### src/rtl/dcs_pkg.sv
// Shared definitions for the DCSformer host-side controller.
//   dcs_state_t    : host controller FSM states
//   DCS_ROWS/COLS  : matrix geometry (also weight and result counts)
//   DCS_WADDR_BASE : first cfg address of the weight buffer
//   dcs_word_t     : one 32-bit result word
package dcs_pkg;

  typedef enum logic [2:0] {
    ST_IDLE    = 3'd0,
    ST_SEND_I  = 3'd1,
    ST_WAIT_WR = 3'd2,
    ST_SEND_W  = 3'd3,
    ST_WAIT_O  = 3'd4
  } dcs_state_t;

  localparam int DCS_ROWS       = 8;
  localparam int DCS_COLS       = 16;
  localparam int DCS_WADDR_BASE = 128;

  typedef logic [31:0] dcs_word_t;

endpackage

### src/rtl/dcs_host_timeout.sv
// Wait-state timeout counter shared by WAIT_WR and WAIT_O.
//   clk, rst_n : clock, synchronous active-low reset
//   clr        : hold count at zero (asserted whenever not waiting)
//   en         : count one wait cycle
//   expired    : current wait cycle is the TIMEOUT_CYC-th one
module dcs_host_timeout #(
  parameter int TIMEOUT_CYC = 1023
) (
  input  logic clk,
  input  logic rst_n,
  input  logic clr,
  input  logic en,
  output logic expired
);

  localparam int CW = $clog2(TIMEOUT_CYC + 1);

  logic [CW-1:0] cnt;

  // cnt holds the number of wait cycles already completed, so the cycle
  // that would complete the TIMEOUT_CYC-th one is the expiring cycle.
  always_ff @(posedge clk) begin
    if (!rst_n || clr) begin
      cnt <= '0;
    end else if (en && cnt != CW'(TIMEOUT_CYC)) begin
      cnt <= cnt + 1'b1;
    end
  end

  assign expired = en && (cnt == CW'(TIMEOUT_CYC - 1));

endmodule

### src/rtl/dcs_host_ctrl.sv
// Host-side initiator for the DCSformer i/w/o streaming interface.
// Holds an 8x16 byte matrix and 8 weight bytes written via cfg_*; on start
// streams the matrix on i_*, waits for w_ready, streams weights on w_*, and
// captures eight 32-bit results from o_* into a readable result buffer.
//   cfg_we/cfg_addr/cfg_wdata : buffer writes (0..127 matrix, 128..135 weights), IDLE only
//   start                     : run one transaction (ignored while busy)
//   busy, done, err           : status; err is sticky until the next accepted start
//   res_addr/res_data         : combinational result read
//   i_valid/i_data            : matrix byte stream
//   w_ready, w_valid/w_data   : weight handshake and stream
//   o_valid/o_data            : result stream
// Build option: DCS_HOST_ROWGAP_EN inserts one idle cycle after each matrix
// row except the last.
module dcs_host_ctrl
  import dcs_pkg::*;
#(
  parameter int ROWS        = DCS_ROWS,
  parameter int COLS        = DCS_COLS,
  parameter int TIMEOUT_CYC = 1023
) (
  input  logic        clk,
  input  logic        rst_n,
  input  logic        cfg_we,
  input  logic [7:0]  cfg_addr,
  input  logic [7:0]  cfg_wdata,
  input  logic        start,
  output logic        busy,
  output logic        done,
  output logic        err,
  input  logic [2:0]  res_addr,
  output logic [31:0] res_data,
  output logic        i_valid,
  output logic [7:0]  i_data,
  input  logic        w_ready,
  output logic        w_valid,
  output logic [7:0]  w_data,
  input  logic        o_valid,
  input  logic [31:0] o_data
);

  localparam int MLEN = ROWS * COLS;
  localparam int MIW  = $clog2(MLEN);
  localparam int RIW  = $clog2(ROWS);
`ifdef DCS_HOST_ROWGAP_EN
  localparam int CIW  = $clog2(COLS);
`endif

  logic [7:0] mat_buf [MLEN];
  logic [7:0] wt_buf  [ROWS];
  dcs_word_t  res_buf [ROWS];

  dcs_state_t     state;
  logic [MIW-1:0] i_idx;
  logic [RIW-1:0] w_idx;
  logic [RIW-1:0] r_idx;
`ifdef DCS_HOST_ROWGAP_EN
  logic           row_gap;
`endif

  logic       tmo_clr;
  logic       tmo_expired;
  logic [7:0] cfg_woff;

  // Counter is held clear outside the wait states, so it starts at zero on
  // each entry to WAIT_WR or WAIT_O.
  assign tmo_clr = !(state == ST_WAIT_WR || state == ST_WAIT_O);

  dcs_host_timeout #(
    .TIMEOUT_CYC(TIMEOUT_CYC)
  ) u_timeout (
    .clk    (clk),
    .rst_n  (rst_n),
    .clr    (tmo_clr),
    .en     (!tmo_clr),
    .expired(tmo_expired)
  );

  assign cfg_woff = cfg_addr - 8'(DCS_WADDR_BASE);

  // Data buffers are not reset; writes are dropped outside IDLE.
  always_ff @(posedge clk) begin
    if (cfg_we && state == ST_IDLE) begin
      if (cfg_addr < 8'(MLEN)) begin
        mat_buf[cfg_addr[MIW-1:0]] <= cfg_wdata;
      end else if (cfg_addr >= 8'(DCS_WADDR_BASE) && cfg_woff < 8'(ROWS)) begin
        wt_buf[cfg_woff[RIW-1:0]] <= cfg_wdata;
      end
    end
  end

  always_ff @(posedge clk) begin
    if (!rst_n) begin
      state   <= ST_IDLE;
      busy    <= 1'b0;
      done    <= 1'b0;
      err     <= 1'b0;
      i_valid <= 1'b0;
      i_data  <= '0;
      w_valid <= 1'b0;
      w_data  <= '0;
      i_idx   <= '0;
      w_idx   <= '0;
      r_idx   <= '0;
`ifdef DCS_HOST_ROWGAP_EN
      row_gap <= 1'b0;
`endif
      for (int unsigned k = 0; k < ROWS; k++) begin
        res_buf[k] <= '0;
      end
    end else begin
      done <= 1'b0;
      case (state)
        ST_IDLE: begin
          if (start) begin
            state   <= ST_SEND_I;
            busy    <= 1'b1;
            err     <= 1'b0;
            i_idx   <= '0;
            i_valid <= 1'b1;
            i_data  <= mat_buf[0];
`ifdef DCS_HOST_ROWGAP_EN
            row_gap <= 1'b0;
`endif
          end
        end

        // i_idx is the byte currently on the bus (or just sent, in a gap).
        ST_SEND_I: begin
          if (i_idx == MIW'(MLEN - 1)) begin
            i_valid <= 1'b0;
            i_data  <= '0;
            state   <= ST_WAIT_WR;
          end
`ifdef DCS_HOST_ROWGAP_EN
          else if (!row_gap && i_idx[CIW-1:0] == '1) begin
            row_gap <= 1'b1;
            i_valid <= 1'b0;
            i_data  <= '0;
          end else begin
            row_gap <= 1'b0;
            i_valid <= 1'b1;
            i_idx   <= i_idx + 1'b1;
            i_data  <= mat_buf[i_idx + 1'b1];
          end
`else
          else begin
            i_idx  <= i_idx + 1'b1;
            i_data <= mat_buf[i_idx + 1'b1];
          end
`endif
        end

        ST_WAIT_WR: begin
          if (w_ready) begin
            state   <= ST_SEND_W;
            w_idx   <= '0;
            w_valid <= 1'b1;
            w_data  <= wt_buf[0];
          end else if (tmo_expired) begin
            err   <= 1'b1;
            done  <= 1'b1;
            busy  <= 1'b0;
            state <= ST_IDLE;
          end
        end

        ST_SEND_W: begin
          if (w_idx == RIW'(ROWS - 1)) begin
            w_valid <= 1'b0;
            w_data  <= '0;
            r_idx   <= '0;
            state   <= ST_WAIT_O;
          end else begin
            w_idx  <= w_idx + 1'b1;
            w_data <= wt_buf[w_idx + 1'b1];
          end
        end

        ST_WAIT_O: begin
          if (o_valid) begin
            res_buf[r_idx] <= o_data;
            if (r_idx == RIW'(ROWS - 1)) begin
              done  <= 1'b1;
              busy  <= 1'b0;
              state <= ST_IDLE;
            end else begin
              r_idx <= r_idx + 1'b1;
            end
          end else if (tmo_expired) begin
            err   <= 1'b1;
            done  <= 1'b1;
            busy  <= 1'b0;
            state <= ST_IDLE;
          end
        end

        default: state <= ST_IDLE;
      endcase
    end
  end

  assign res_data = res_buf[res_addr];

endmodule

### config.mk
export PLATFORM = sky130hd
export DESIGN_NAME = dcs_host_ctrl
export DESIGN_NICKNAME = d
export VERILOG_FILES = /design/src/rtl/dcs_pkg.sv /design/src/rtl/dcs_host_timeout.sv /design/src/rtl/dcs_host_ctrl.sv
export SDC_FILE = /design/constraint.sdc
export NUM_CORES = 2
export LEC_CHECK = 0
export BUFFER_PORTS_ARGS = -buffer_cell sky130_fd_sc_hd__buf_4
export CAP_MARGIN = 30
export CORE_ASPECT_RATIO = 1.2
export CORE_UTILIZATION = 60
export CTS_CLUSTER_SIZE = 24
export DETAILED_ROUTE_END_ITERATION = 8
export PLACE_DENSITY = 0.73
export SETUP_SLACK_MARGIN = 0.05
export SYNTH_ARGS = -nofsm -noshare
export SYNTH_HDL_FRONTEND = slang
export SYNTH_SLANG_ARGS = --single-unit
### constraint.sdc
create_clock -name clk -period 7.19 [get_ports clk]
set_input_delay 0.3595 -clock clk [delete_from_list [all_inputs] [get_ports clk]]
set_output_delay 0.3595 -clock clk [all_outputs]
set_load 0.02 [all_outputs]
### Yosys cells after proc, flatten, opt, wreduce, memory -nomap -nowiden

Memories as Yosys holds them, arrays and structs flattened.
Index checks and enable logic that the tools add are counted.

* bits in registers: 47
* memory bits (writable): 1344
* input bits: 57
* output and inout bits: 53
* word-level logic and storage cells: 127
* memories: 3

* $add $sub $neg: 5
* $lt $le $gt $ge: 3
* eq/ne operators: 20
* muxes and demuxes: 60
* reduce and logical (&&, ||, !) cells: 24

Memories
* mat_buf: words 128, bits a word 8, rd ports 2, clocked after Yosys merged registers in 0, wr ports 1, line dcs_host_ctrl.sv:48 `logic [7:0] mat_buf [MLEN];`
* res_buf: words 8, bits a word 32, rd ports 1, clocked after Yosys merged registers in 0, wr ports 8, line dcs_host_ctrl.sv:50 `dcs_word_t res_buf [ROWS];`
* wt_buf: words 8, bits a word 8, rd ports 2, clocked after Yosys merged registers in 0, wr ports 1, line dcs_host_ctrl.sv:49 `logic [7:0] wt_buf [ROWS];`

Operator list (number)
* two-way mux 3 bit: 13
* two-way mux 32 bit: 1
* two-way mux 8 bit: 4
* case mux 8 bit (2 select lines): 2
* OR reduction 32 bit: 1
* two-way mux 1 bit: 29
* != test 2 bit (second input constant): 10
* AND reduction 4 bit: 4
* case mux 3 bit (5 select lines): 1
* two-way mux 7 bit: 2
* case mux 7 bit (2 select lines): 1
* case mux 3 bit (2 select lines): 2
* AND reduction 3 bit: 4
* adder 10 x 1 -> 10 bit (second input constant): 1
* equality test 10 bit (second input constant): 1
* != test 10 bit (second input constant): 1
* equality test 3 bit (second input constant): 3
* >= comparator 8 bit (second input constant): 1
* < comparator 8 x 4 -> 1 bit (second input constant): 1
* < comparator 8 bit (second input constant): 1
* subtractor 8 bit (second input constant): 1
* adder 7 x 1 -> 7 bit (second input constant): 1
* equality test 7 bit (second input constant): 1
* adder 3 x 1 -> 3 bit (second input constant): 2
* 12 further kinds: 24

### Depth between registers and ports, before layout

* word-level depth: 7
* depth in mapped cells: 11
* mapped depth without buffers: 8

### Hierarchy

From an unflattened synthesis, not the netlist that was laid out.

* cell total of the unflattened synthesis: 2987
* area total of the unflattened synthesis: 56337.8 um^2

By module, submodules not included
* dcs_host_ctrl: instances 1, cells an instance 2926, area an instance 55793.5 um^2, sequential area each 41099.4 um^2
* dcs_host_timeout: instances 1, cells an instance 61, area an instance 544.3 um^2, sequential area each 200.2 um^2

### Worst setup path before layout

No wires, ideal clock.

* path kind: flip-flop to flip-flop
* from: register state[2]
* to: memory res_buf[6][0] (netlist bit), enable pin
* setup time: 0.466 ns
* data arrival time: 3.459 ns
* data required time: 6.724 ns
* slack: 3.266 ns
* cell stages (with the launch flop): 6
* buffers on the path: 1
* clock period less this slack: 3.924 ns
* cells stage by stage: dfxtp_1 > buf_2 > inv_1 > nor3_2 > nand4b_1 > o21ai_0

RTL lines
* start: declaration: line dcs_host_ctrl.sv:52 `dcs_state_t state;`
* start signal: assignment: line dcs_host_ctrl.sv:93 `state <= ST_IDLE;`
* start signal: assignment: line dcs_host_ctrl.sv:115 `state <= ST_SEND_I;`
* start signal: assignment: line dcs_host_ctrl.sv:132 `state <= ST_WAIT_WR;`
* end: declaration: line dcs_host_ctrl.sv:50

### Final worst setup path

* from: register i_idx[0]
* to: register i_data[6]

* word-level cells in the longest chain between the ends: 4
* elaborated cells on any way between the ends: 5
* classes of those cells: add/sub: 1; eq/ne: 1; mux: 2; memory: 1

RTL lines
* start: declaration: line dcs_host_ctrl.sv:53 `logic [MIW-1:0] i_idx;`
* start signal: assignment: line dcs_host_ctrl.sv:147 `i_idx <= i_idx + 1'b1;`
* adder 7 x 1 -> 7 bit: line dcs_host_ctrl.sv:148 `i_data <= mat_buf[i_idx + 1'b1];`
* memory read (128 x 8 bit)
* two-way mux 8 bit (*): line dcs_host_ctrl.sv:129 `if (i_idx == MIW'(MLEN - 1)) begin`
* case mux 8 bit (2 select lines) (*): line dcs_host_ctrl.sv:112 `case (state)`
* end signal: assignment: line dcs_host_ctrl.sv:120 `i_data <= mat_buf[0];`
* end signal: assignment: line dcs_host_ctrl.sv:148
* end: declaration: line dcs_host_ctrl.sv:33 `output logic [7:0] i_data,`

Mark *: on every way between the ends. The rest lies on a longest branch, timed or not.
A chain may end at the register's enable or synchronous reset.

==> results.json <==
{
  "status": "complete, no violations",
  "row_count": 122,
  "yosysWarningCount": 0,
  "synth-seq-cells": 1391,
  "grt_max_degree": 104,
  "finalSetupViolations": 0,
  "n_antenna_cell": 0,
  "drt-initial-drc-count": 2900,
  "drt_wl_total_um": 133600,
  "cts_tree": "done",
  "grt_pass1_wl_um": 196000,
  "synth_cell_types": 66,
  "period_needed_ps": 4191,
  "pwr-share-comb_pct": 9.5,
  "area_delta_synth_final_pct": 12.07,
  "utilization_pct": 68.13,
  "fin_cells": 4470,
  "grt_use_total_pct": 28.82,
  "grt_setup_unrepaired": "no",
  "post_cts_resized": 0,
  "fmax_ghz": 0.2386,
  "htree_levels": 4,
  "dieHeight_um": 337.6,
  "cts_setup_buffers": 0,
  "synth-edff-count": 1344,
  "mostFrequentLayoutCells": "edfxtp_1, mux4_2, and2_1",
  "syn-num-nets": 3020,
  "p_seq_share_pct": 51.1,
  "synth-seq-area-share_pct": 73.33,
  "crit_path_max_incr_delay_ps": 940,
  "relSlewSlack_pct": 24.12,
  "p_per_area_nw_per_um2": 280.1,
  "gp_congestion": 0.9428,
  "synth_top_flop_cell": "edfxtp_1",
  "placed_cells_incl_taps": 4188,
  "clock_power_share_pct": 39.4,
  "slew_violations": 0,
  "clk_pin_slew_ps": 60,
  "critPathArrivalTime_ps": 4810,
  "worst_slew_pin_slew_ps": 1136,
  "p_sw_share_pct": 22.64,
  "clock_path_buffers": 3,
  "grt.overflow.total": 0,
  "p_int_mw": 13.68,
  "critPathTopFamily": "buffers and inverters",
  "final_common_cell": "edfxtp_1",
  "min_path_type": "input pin to register",
  "async_flop_share_pct": 0,
  "fin_setup_tns_ps": 0,
  "start_util_pct": 60.79,
  "first_global_vias": 29600,
  "nNetsFinal": 3186,
  "synth.avg_cell_area_um2": 19.05,
  "drive_above_1_share_pct": 23.78,
  "die_x_um": 281.7,
  "io_pins": 110,
  "hold_viol": 0,
  "ir_worst_vdd_mv": 0.2254,
  "vias": 28920,
  "synth_area_um2": 56320,
  "hpwl_um": 81740,
  "critPathMaxFanout": 59,
  "cp_data_required_time_ps": 7810,
  "fin_crit_sh_pct": 58.29,
  "dieArea_um2": 95110,
  "syn_inst": 2956,
  "cts_buffers": 135,
  "drc": 0,
  "switching_power_mw": 4.003,
  "leakagePower_nw": 20.10,
  "path_buf_inv": 2,
  "coreArea_um2": 92660,
  "post_drt_wl_per_cell_um": 29.89,
  "cap_violations": 0,
  "hold_buffers": 33,
  "dr.pass1.iters": 5,
  "ant_nets": 0,
  "fin_skew_ps": 25.60,
  "crit_chain": "ha_4 -> buf_4 -> buf_4 -> mux4_2 -> nand2_1 -> a21oi_1 -> nor4_1 -> a31o_1 -> a31oi_1",
  "timing.critical_path.mode_cell": "buf_4",
  "clk-insertion-delay-late_ps": 750,
  "cts.sinks": 1391,
  "slowest_stage": "dfxtp_4",
  "routed_via_density": 6.469,
  "setup.worst_path.start_class": "register",
  "io_buffers": 109,
  "cp-end-kind": "register",
  "antenna_found_initial": 3,
  "cts_root_buf": "clkbuf_16",
  "power_mw": 17.68,
  "worstSetupPathType": "register to register"
}
through the flow:
step	worst slack, ps	hold WS, ps	instance area, um^2
2_1_floorplan	3266	458.4	56320
3_3_place_gp	2975	458.6	58330
3_5_place_dp	2959	482.3	58370
4_1_cts	2899	48.53	63030
5_1_grt	2777	67.96	63120
6_report	2999	81.78	63120
synthesized netlist by cell type, types with 7 or more instances:
| master | instances | area share [%] |
|---|---|---|
| nor3_1 | 10 | 0.089 |
| nor4_1 | 11 | 0.12 |
| nand3_1 | 39 | 0.35 |
| and3_1 | 19 | 0.21 |
| edfxtp_1 | 1344 | 72 |
| clkbuf_1 | 80 | 0.53 |
| nand4_1 | 20 | 0.22 |
| o21ai_0 | 30 | 0.27 |
| nand2b_1 | 16 | 0.18 |
| buf_1 | 19 | 0.13 |
| mux4_2 | 347 | 14 |
| buf_4 | 20 | 0.27 |
| nor2b_1 | 31 | 0.34 |
| a21oi_1 | 38 | 0.34 |
| xor2_1 | 8 | 0.12 |
| o22ai_1 | 12 | 0.13 |
| and2_1 | 264 | 2.9 |
| a31oi_1 | 8 | 0.089 |
| mux2i_1 | 43 | 0.76 |
| nor2_1 | 184 | 1.2 |
| o311ai_0 | 8 | 0.12 |
| ha_1 | 7 | 0.16 |
| nand2_1 | 170 | 1.1 |
| buf_6 | 20 | 0.40 |
| dfxtp_1 | 47 | 1.7 |
| buf_2 | 21 | 0.19 |
| mux2_2 | 33 | 0.66 |
| o211a_1 | 10 | 0.18 |
logic make-up (layout without fill, tap and decap cells):
logic type | count (synthesis) | in the layout | share of synthesized area (%)
AND/OR/NAND/NOR | 784 | 784 | 7.106
XOR/XNOR | 16 | 16 | 0.3221
AO/OA/AOI/OAI | 164 | 164 | 2.008
adder cells (fa/ha/maj) | 7 | 7 | 0.1555
flip-flops | 1391 | 1391 | 73.33
buffers and inverters | 168 | 442 | 1.644
multiplexers | 426 | 426 | 15.44
state kept, by name (all words and copies together) (netlist names):
signal	count
i_valid	1
i_data	8
done	1
i_idx	7
busy	1
mat_buf	1024
r_idx	3
wt_buf	64
u_timeout.cnt	10
w_data	8
err	1
state	3
res_buf	256
w_idx	3
w_valid	1
power by group through the flow:
stage	Sequential, mW	Combinational, mW	Clock, mW
4_1_cts	9.04	1.67	7.03
5_1_grt	9.04	1.76	7.32
3_5_place_dp	9.21	1.65	0
6_report	9.04	1.67	6.97
3_3_place_gp	9.20	1.62	0
2_1_floorplan	9.18	1.10	0
worst paths after layout:
path / cells past startpoint / start / to / slack, ps
max: 9 / i_idx[0] / i_data[6] / 3000
min: 1 / cfg_wdata[5] / mat_buf[46][5] / 80
max reg2reg: 9 / i_idx[0] / i_data[6] / 3000
min reg2reg: 2 / i_valid / i_valid / 490
routing by layer:
metal | global-route usage [%] | vias up | wire (um)
met1 | 36.18 | 15050 | 48530
met3 | 5.667 | 315 | 10570
met2 | 48.92 | 1387 | 68380
met4 | 12.84 | 6 | 6102
li1 | - | 12160 | -
met5 | 0 | - | 34
final cells by class:
class	count	area (um^2)
flip-flops and latches	1391	41300
fillers	5828	29530
multi-input cells	1397	14280
clock buffers	170	3623
repair buffers	192	1639
well taps	1240	1551
clock inverters	75	708.2
inverters	5	18.77
(Power assumes the default switching activity.)
